## src/rtl/approx_mult_seq_if.sv

```systemverilog
// Handshake and operand bundle for approx_mult_seq: input side (a, b, keep),
// output side (o) and the busy status flag.
interface approx_mult_seq_if #(
  parameter int WIDTH = 12,
  parameter int KW    = $clog2(WIDTH + 1)
);
  logic               in_valid;
  logic               in_ready;
  logic [WIDTH-1:0]   a;
  logic [WIDTH-1:0]   b;
  logic [KW-1:0]      keep;
  logic               out_valid;
  logic               out_ready;
  logic [2*WIDTH-1:0] o;
  logic               busy;

  modport master (
    output in_valid, a, b, keep, out_ready,
    input  in_ready, out_valid, o, busy
  );

  modport slave (
    input  in_valid, a, b, keep, out_ready,
    output in_ready, out_valid, o, busy
  );
endinterface

```

## src/rtl/approx_mult_seq.sv

```systemverilog
// Approximate unsigned multiplier: operands truncated to their KEEP MSBs, product
// built by an MSB-first shift-add loop. Define APPROX_MULT_ROUND_EN for midpoint bias compensation.
module approx_mult_seq #(
  parameter int WIDTH = 12,
  parameter int KW    = $clog2(WIDTH + 1)
) (
  input  logic              clk,
  input  logic              rst,
  approx_mult_seq_if.slave  bus
);

  typedef enum logic [1:0] {
    S_IDLE = 2'd0,
    S_BUSY = 2'd1,
    S_DONE = 2'd2
  } state_t;

  state_t             state_q, state_d;
  logic [2*WIDTH-1:0] acc_q, acc_d;
  logic [WIDTH-1:0]   a_q, a_d;
  logic [WIDTH-1:0]   b_q, b_d;
  logic [KW-1:0]      cnt_q, cnt_d;
  logic [KW-1:0]      sh_q, sh_d;
  logic [2*WIDTH-1:0] o_q, o_d;
  logic               in_ready_q, out_valid_q, busy_q;

  logic [KW-1:0]      k_s;
  logic [KW-1:0]      t_s;
  logic [WIDTH-1:0]   mask_s;
  logic [WIDTH-1:0]   a_tr_s;
  logic [WIDTH-1:0]   b_tr_s;

  // t_s is the number of discarded low bits; the loop scans WIDTH-t_s bits of B'.
  always_comb begin
    if ((bus.keep == {KW{1'b0}}) || (bus.keep > KW'(WIDTH))) begin
      k_s = KW'(WIDTH);
    end else begin
      k_s = bus.keep;
    end
    t_s    = KW'(WIDTH) - k_s;
    mask_s = {WIDTH{1'b1}} << t_s;
    a_tr_s = bus.a & mask_s;
    b_tr_s = bus.b & mask_s;
`ifdef APPROX_MULT_ROUND_EN
    if (t_s != {KW{1'b0}}) begin
      t_s    = t_s - KW'(1);
      a_tr_s = a_tr_s | (WIDTH'(1) << t_s);
      b_tr_s = b_tr_s | (WIDTH'(1) << t_s);
    end else begin
      t_s    = t_s;
    end
`endif
  end

  always_comb begin
    state_d = state_q;
    acc_d   = acc_q;
    a_d     = a_q;
    b_d     = b_q;
    cnt_d   = cnt_q;
    sh_d    = sh_q;
    o_d     = o_q;
    case (state_q)
      S_IDLE: begin
        if (bus.in_valid) begin
          state_d = S_BUSY;
          acc_d   = {(2*WIDTH){1'b0}};
          a_d     = a_tr_s >> t_s;
          b_d     = b_tr_s;
          cnt_d   = KW'(WIDTH) - t_s;
          sh_d    = t_s;
        end else begin
          state_d = S_IDLE;
        end
      end
      S_BUSY: begin
        acc_d = {acc_q[2*WIDTH-2:0], 1'b0}
              + (b_q[WIDTH-1] ? {{WIDTH{1'b0}}, a_q} : {(2*WIDTH){1'b0}});
        b_d   = {b_q[WIDTH-2:0], 1'b0};
        cnt_d = cnt_q - KW'(1);
        if (cnt_q == KW'(1)) begin
          state_d = S_DONE;
          o_d     = acc_d << {sh_q, 1'b0};
        end else begin
          state_d = S_BUSY;
        end
      end
      S_DONE: begin
        if (bus.out_ready) begin
          state_d = S_IDLE;
          o_d     = {(2*WIDTH){1'b0}};
          acc_d   = {(2*WIDTH){1'b0}};
          a_d     = {WIDTH{1'b0}};
          b_d     = {WIDTH{1'b0}};
          cnt_d   = {KW{1'b0}};
          sh_d    = {KW{1'b0}};
        end else begin
          state_d = S_DONE;
        end
      end
      default: begin
        state_d = S_IDLE;
        o_d     = {(2*WIDTH){1'b0}};
      end
    endcase
  end

  // Handshake flags are registered from the next state so they stay glitch-free.
  always_ff @(posedge clk or posedge rst) begin
    if (rst) begin
      state_q     <= S_IDLE;
      acc_q       <= {(2*WIDTH){1'b0}};
      a_q         <= {WIDTH{1'b0}};
      b_q         <= {WIDTH{1'b0}};
      cnt_q       <= {KW{1'b0}};
      sh_q        <= {KW{1'b0}};
      o_q         <= {(2*WIDTH){1'b0}};
      in_ready_q  <= 1'b1;
      out_valid_q <= 1'b0;
      busy_q      <= 1'b0;
    end else begin
      state_q     <= state_d;
      acc_q       <= acc_d;
      a_q         <= a_d;
      b_q         <= b_d;
      cnt_q       <= cnt_d;
      sh_q        <= sh_d;
      o_q         <= o_d;
      in_ready_q  <= (state_d == S_IDLE);
      out_valid_q <= (state_d == S_DONE);
      busy_q      <= (state_d == S_BUSY);
    end
  end

  assign bus.in_ready  = in_ready_q;
  assign bus.out_valid = out_valid_q;
  assign bus.busy      = busy_q;
  assign bus.o         = o_q;

endmodule

```

## src/flat_wrapper.sv

```systemverilog
// flat-port wrapper written by rule: the top's interface ports become plain ports
module approx_mult_seq_flat 
#(
  parameter int WIDTH = 12,
  parameter int KW    = $clog2(WIDTH + 1)
)
  (clk, rst, bus_in_valid, bus_a, bus_b, bus_keep, bus_out_ready, bus_in_ready, bus_out_valid, bus_o, bus_busy);
  approx_mult_seq_if #(.WIDTH(WIDTH), .KW(KW)) bus_i ();
  input  logic clk;
  input  logic rst;
  input wire logic [$bits(bus_i.in_valid)-1:0] bus_in_valid;
  input wire logic [$bits(bus_i.a)-1:0] bus_a;
  input wire logic [$bits(bus_i.b)-1:0] bus_b;
  input wire logic [$bits(bus_i.keep)-1:0] bus_keep;
  input wire logic [$bits(bus_i.out_ready)-1:0] bus_out_ready;
  output wire logic [$bits(bus_i.in_ready)-1:0] bus_in_ready;
  output wire logic [$bits(bus_i.out_valid)-1:0] bus_out_valid;
  output wire logic [$bits(bus_i.o)-1:0] bus_o;
  output wire logic [$bits(bus_i.busy)-1:0] bus_busy;
  assign bus_i.in_valid = bus_in_valid;
  assign bus_i.a = bus_a;
  assign bus_i.b = bus_b;
  assign bus_i.keep = bus_keep;
  assign bus_i.out_ready = bus_out_ready;
  assign bus_in_ready = bus_i.in_ready;
  assign bus_out_valid = bus_i.out_valid;
  assign bus_o = bus_i.o;
  assign bus_busy = bus_i.busy;
  approx_mult_seq #(.WIDTH(WIDTH), .KW(KW)) u_core (.clk(clk), .rst(rst), .bus(bus_i));
endmodule
```

## config.mk

```make
export PLATFORM = sky130hd
export DESIGN_NAME = approx_mult_seq_flat
export DESIGN_NICKNAME = d
export VERILOG_FILES = /design/src/rtl/approx_mult_seq_if.sv /design/src/rtl/approx_mult_seq.sv /design/src/flat_wrapper.sv
export SDC_FILE = /design/constraint.sdc
export NUM_CORES = 1
export LEC_CHECK = 0
export BUFFER_PORTS_ARGS = -buffer_cell sky130_fd_sc_hd__buf_4
export CAP_MARGIN = 20
export CORE_ASPECT_RATIO = 1.4
export CORE_MARGIN = 2
export CORE_UTILIZATION = 49
export DETAILED_ROUTE_END_ITERATION = 8
export GPL_ROUTABILITY_DRIVEN = 0
export PLACE_DENSITY = 0.72
export SKIP_CTS_REPAIR_TIMING = 1
export SLEW_MARGIN = 20
export SYNTH_ARGS = -nofsm -noshare
export SYNTH_HDL_FRONTEND = slang
export SYNTH_SLANG_ARGS = --single-unit
```

## constraint.sdc

```tcl
create_clock -name clk -period 5.99 [get_ports clk]
set_input_delay 0.599 -clock clk [delete_from_list [all_inputs] [get_ports clk]]
set_output_delay 0.599 -clock clk [all_outputs]
set_load 0.02 [all_outputs]
```

## Word level (Yosys, flattened, before mapping)

Cells that the tools add are included.

| word-level totals | value |
|---|---|
| logic and storage cells | 59 |
| register bits after elaboration | 84 |
| memory bits (writable) | 0 |
| memories kept | 0 |
| memory bits (read-only) | 0 |
| latch bits | 0 |
| input port bits | 32 |
| output and inout port bits | 27 |

| operators by class | value |
|---|---|
| $add $sub $neg | 4 |
| equal/unequal tests | 8 |
| shift operators | 3 |
| reductions and logical operators | 9 |
| multiply operators | 0 |
| divide/modulo/power cells | 0 |
| bitwise gates (word level) | 3 |
| order comparisons | 1 |
| multiplexer cells | 21 |

Operator list:

| cell | number |
|---|---|
| case mux 24 bit (3 select lines) | 1 |
| case mux 23 bit (3 select lines) | 1 |
| 2-to-1 mux 12 bit | 4 |
| 2-to-1 mux 24 bit | 2 |
| case mux 12 bit (3 select lines) | 1 |
| adder 24 x 12 -> 24 bit | 1 |
| bitwise AND 12 bit | 2 |
| case mux 12 bit (2 select lines) | 1 |
| left shift 24 x 5 -> 24 bit | 1 |
| 2-to-1 mux 23 bit | 1 |
| 2-to-1 mux 4 bit | 4 |
| case mux 4 bit (3 select lines) | 1 |
| left shift 12 x 4 -> 12 bit, first input constant | 1 |
| right shift 12 x 4 -> 12 bit | 1 |
| AND reduction 3 bit | 3 |
| case mux 4 bit (2 select lines) | 1 |
| subtractor 4 bit, first input constant | 2 |
| case mux 2 bit (3 select lines) | 1 |
| equality test 2 x 1 -> 1 bit, second input constant | 2 |
| equality test 2 bit, second input constant | 2 |
| equality test 4 x 1 -> 1 bit, second input constant | 1 |
| greater-than comparator 4 bit, second input constant | 1 |
| logical NOT 2 bit | 2 |
| logical NOT 4 bit | 1 |
| 9 further kinds | 11 |

## Logic depth before layout (Yosys ltp)

| depth | value |
|---|---|
| word-level depth | 9 |
| depth in mapped cells | 16 |
| depth with buffers taken out | 13 |

## Worst setup path before layout

Ideal clock, no wire load.

| path | value |
|---|---|
| path kind | input to register |
| start | input bus_keep[0] |
| end | register u_core.a_q[0] |
| setup slack | 2.618 ns |
| arrival | 3.306 ns |
| stages | 16 |
| data required time | 5.924 ns |
| library setup time | 0.066 ns |
| path through | a21bo_2 -> clkbuf_1 -> clkbuf_1 -> ha_1 -> inv_1 -> ha_1 -> clkbuf_1 -> nor2b_1 -> clkbuf_1 -> nand2_1 -> a311oi_1 -> mux2i_1 -> nor2_1 -> o21ai_0 -> o21ai_0 -> a22o_1 |

| on the way | value |
|---|---|
| longest elaborated chain between the ends | 9 |
| elaborated cells on any way between the ends | 10 |
| classes of those cells | 1 x add/sub; 1 x order compare; 2 x shift; 3 x mux; 1 x bitwise; 2 x reduce/logical |

Ends and longest elaborated chain:

| what | RTL line | source |
|---|---|---|
| start: declaration | flat_wrapper.sv:14 | `input wire logic [$bits(bus_i.keep)-1:0] bus_keep;` |
| greater-than comparator 4 bit or logical NOT 4 bit (tied branches) | approx_mult_seq.sv:35 | `if ((bus.keep == {KW{1'b0}}) \|\| (bus.keep > KW'(WIDTH))) begin` |
| logical OR 1 bit | approx_mult_seq.sv:35 |  |
| 2-to-1 mux 4 bit * | approx_mult_seq.sv:35 |  |
| subtractor 4 bit * | approx_mult_seq.sv:40 | `t_s = KW'(WIDTH) - k_s;` |
| left shift 12 x 4 -> 12 bit | approx_mult_seq.sv:41 | `mask_s = {WIDTH{1'b1}} << t_s;` |
| bitwise AND 12 bit | approx_mult_seq.sv:42 | `a_tr_s = bus.a & mask_s;` |
| right shift 12 x 4 -> 12 bit * | approx_mult_seq.sv:68 | `a_d = a_tr_s >> t_s;` |
| 2-to-1 mux 12 bit * | approx_mult_seq.sv:65 | `if (bus.in_valid) begin` |
| case mux 12 bit (2 select lines) * | approx_mult_seq.sv:63 | `case (state_q)` |
| end signal: assignment | approx_mult_seq.sv:113 | `a_q <= {WIDTH{1'b0}};` |
| end: declaration | approx_mult_seq.sv:20 | `logic [WIDTH-1:0] a_q, a_d;` |

Every way passes the cells marked *; elsewhere a longest branch is shown, timed or not. The select of a mux whose other input is x is not followed.
A chain may end at the register's enable or synchronous reset.

## Final worst setup path

| path | value |
|---|---|
| start | register u_core.b_q[11] |
| end | register u_core.o_q[17] (netlist: u_core.bus.o[17]) |

| on the way | value |
|---|---|
| longest elaborated chain between the ends | 5 |

Ends and longest elaborated chain:

| what | RTL line | source |
|---|---|---|
| start: declaration | approx_mult_seq.sv:21 | `logic [WIDTH-1:0] b_q, b_d;` |
| start signal: assignment | approx_mult_seq.sv:114 | `b_q <= {WIDTH{1'b0}};` |
| 2-to-1 mux 12 bit | approx_mult_seq.sv:78 | `+ (b_q[WIDTH-1] ? {{WIDTH{1'b0}}, a_q} : {(2*WIDTH){1'b0}});` |
| adder 24 x 12 -> 24 bit | approx_mult_seq.sv:78 |  |
| left shift 24 x 5 -> 24 bit | approx_mult_seq.sv:83 | `o_d = acc_d << {sh_q, 1'b0};` |
| 2-to-1 mux 24 bit | approx_mult_seq.sv:81 | `if (cnt_q == KW'(1)) begin` |
| case mux 24 bit (3 select lines) | approx_mult_seq.sv:63 |  |
| end signal: assignment | approx_mult_seq.sv:117 | `o_q <= {(2*WIDTH){1'b0}};` |
| end: declaration | approx_mult_seq.sv:24 | `logic [2*WIDTH-1:0] o_q, o_d;` |

Every way passes these cells. The select of a mux whose other input is x is not followed.

==> flow_metrics.env <==
export IMPL_outcome="finished, final reports clean"
export IMPL_routed_wl_um=15760
export IMPL_dr_first_iter_drc_count=461
export IMPL_cts_tree="done"
export IMPL_syn_nets=731
export IMPL_fp_dieH_um=131.8
export IMPL_io_buffers=58
export IMPL_max_slew_margin_rel=0.4357
export IMPL_async_reset_ff_frac=1.000
export IMPL_syn2layout_area_growth_pct=13.66
export IMPL_placed_cell_area_um2=6193
export IMPL_multi_input_area_um2=3353
export IMPL_clock_path_buffers=2
export IMPL_worst_setup_path_type="reg2reg"
export IMPL_cts_sinks=84
export IMPL_fin_crit_sh=0.5825
export IMPL_htree_levels=3
export IMPL_fmax_mhz=286.6
export IMPL_fp_dieW_um=95.28
export IMPL_p_leak_nw=2.898
export IMPL_cp_buffers_inverters=0
export IMPL_cts_buffers_inserted=9
export IMPL_crit_arrival_ns=3.77
export IMPL_path_clk_slew_ns=0.07
export IMPL_powerDensity_nw_per_um2=441.2
export IMPL_syn_inst=677
export IMPL_ys_flop_type="dfrtp_1"
export IMPL_n_fill_cell=996
export IMPL_mostFrequentLayoutCells="106 x nand2_1, 83 x dfrtp_1, 65 x o21ai_0"
export IMPL_critPathRequiredTime_ns=6.27
export IMPL_max_cap_viol_count=0
export IMPL_grt_first_pass_wirelength_um=25730
export IMPL_tightestPinTransition_ns=0.8444
export IMPL_first_pass_iters=6
export IMPL_synth_yosys_warnings=0
export IMPL_skew_ns=0.01409
export IMPL_initial_core_util=0.5041
export IMPL_dpl_hpwl_um=11810
export IMPL_diodes=0
export IMPL_boundaryPins=59
export IMPL_layout_drive_gt1_share=0.1433
export IMPL_dieArea_um2=12560
export IMPL_drv_slew=0
export IMPL_setup_violations=0
export IMPL_grt_setup_unrepaired="no"
export IMPL_postRouteAntennaNets=0
export IMPL_yosysUniqueCellTypes=64
export IMPL_regArea_um2=2103
export IMPL_cp_slowest_stage_delay_ns=0.57
export IMPL_final_area_um2=6496
export IMPL_layout_nets=761
export IMPL_drc_errors=0
export IMPL_core_area_um2=11340
export IMPL_wl_per_cell_um=18.42
export IMPL_path_max_fanout=15
export IMPL_hold_violations=0
export IMPL_min_period_ns=3.489
export IMPL_root_buffer="clkbuf_16"
export IMPL_avgSynthCellArea_um2=8.442
export IMPL_final_common_cell="nand2_1"
export IMPL_final_util=0.5729
export IMPL_syn_area_um2=5715
export IMPL_clock_latency_ns=0.35
export IMPL_antenna_found_initial=0
export IMPL_vdd_drop_max_uv=250.0
export IMPL_setup_tns_ns=0
export IMPL_hold_slack_ns=0.4476
export IMPL_critPathLaunchType="register"
export IMPL_critPathSlowestCell="a2111oi_0"
export IMPL_row_count=46
export IMPL_cp_top_family="compound AO/OA/AOI/OAI gates"
export IMPL_cp_end_kind="register"
export IMPL_synth_seq_area_share=0.3680
export IMPL_grt_max_degree=85
export IMPL_via_per_inst=6.246
export IMPL_grtUsageTotal=0.2578
export IMPL_via_count=5347
export IMPL_synth_edf_count=0
export IMPL_crit_chain="and2_1 -> ha_1 -> fa_1 -> a21o_1 -> a221oi_4 -> o21a_1 -> nor3_1 -> xor2_1 -> nor2_1 -> a2111oi_0 -> or3_1"
export IMPL_hp_class="in2async"
export IMPL_overflow=0
export IMPL_r2r_slack_ns=2.50
export IMPL_first_global_vias=5293
export IMPL_ys_ff_latch=84
-- power breakdown --
group / switching (mW) / leakage (nW) / total (mW) / internal [mW]
sequential: 0.144 / 1.14 / 0.866 / 0.722
combinational: 0.951 / 1.62 / 1.43 / 0.478
clock: 0.245 / 0.147 / 0.572 / 0.326
total: 1.34 / 2.90 / 2.87 / 1.53
-- state kept, by name, indices dropped and copies added (netlist names) --
register and count:
u_core.bus.in_ready 1, u_core.b_q 12, u_core.sh_q 4, u_core.a_q 12
u_core.bus.busy 1, u_core.acc_q 23, u_core.state_q 2, u_core.cnt_q 4
u_core.bus.out_valid 1, u_core.bus.o 24
-- worst register-to-register path, stage by stage, from the launching register on --
cell and delay [ns]:
dfrtp_1 0.50, and2_1 0.21, ha_1 0.20, fa_1 0.41
a21o_1 0.24, a221oi_4 0.36, o21a_1 0.29, nor3_1 0.12
xor2_1 0.26, nor2_1 0.08, a2111oi_0 0.57, or3_1 0.19
-- metal layers --
metal / vias up / routed length (µm) / GRT usage
li1: 2524 / - / -
met5: - / 0 / 0
met4: 0 / 791 / 0.1522
met2: 229 / 7983 / 0.4351
met1: 2533 / 6148 / 0.3007
met3: 61 / 841 / 0.04288
-- metrics by stage --
stage	cells	setup WS (ns)	power, mW
2_1_floorplan	677	2.618	1.882
3_3_place_gp	840	2.380	2.245
3_5_place_dp	840	2.263	2.278
4_1_cts	856	2.556	2.855
5_1_grt	856	2.216	3.056
6_report	856	2.501	2.866
-- kinds of logic (layout without fill, tap and decap cells) --
kind of cell               after synthesis  in the layout  synth area share
and+or+nand+nor                        255            255            0.2067
adders and majority gates               22             22           0.04947
xor gates and xnor gates                20             20           0.03327
AOI/OAI and AO/OA                      201            201            0.2406
buffers and inverters                   66            101           0.04532
muxes                                   29             29           0.05670
DFF                                     84             84            0.3680
-- cells in the mapped netlist, drive strengths merged (4+ instances only) --
cell type | instances | area [µm²]
clkbuf | 29 | 108.9
nand4 | 7 | 43.79
nand2b | 6 | 37.54
o21ai | 65 | 325.3
nor3 | 12 | 60.06
a32o | 6 | 60.06
a21o | 5 | 37.54
nand2 | 106 | 397.9
mux2i | 20 | 200.2
a22o | 18 | 157.7
o21a | 4 | 30.03
o22ai | 6 | 37.54
mux2 | 7 | 78.83
ha | 21 | 262.8
and2 | 14 | 87.58
nor2b | 6 | 37.54
buf | 15 | 67.57
nor2 | 45 | 168.9
xor2 | 4 | 35.03
o31ai | 5 | 51.30
and3 | 9 | 56.30
a32oi | 12 | 105.1
a211oi | 4 | 30.03
a31oi | 4 | 25.02
o211ai | 5 | 37.54
inv | 22 | 82.58
dfrtp | 83 | 2077
a21oi | 39 | 195.2
nand3 | 32 | 160.2
xnor2 | 16 | 155.2
nor3b | 4 | 30.03
-- area by class of cell --
| type | instances | share of cell area |
|---|---|---|
| clock buffers | 9 | 0.03467 |
| clock inverters | 7 | 0.01136 |
| inverters | 22 | 0.01290 |
| multi-input cells | 527 | 0.5162 |
| flip-flops and latches | 84 | 0.3238 |
| well taps | 144 | 0.02774 |
| repair buffers | 63 | 0.07338 |
-- path summary, 6_finish.rpt --
| check | end | from | cells after the start |
|---|---|---|---|
| min | u_core.state_q[1] | rst | 3 |
| max | u_core.bus.o[17] | u_core.b_q[11] | 11 |
| max reg2reg | u_core.bus.o[17] | u_core.b_q[11] | 11 |
| max in group asynchronous | u_core.bus.o[2] | rst | 3 |
| min in group clk | u_core.a_q[9] | u_core.a_q[9] | 2 |
| min reg2reg | u_core.a_q[9] | u_core.a_q[9] | 2 |
No activity file was read; power rests on OpenSTA's default activity.
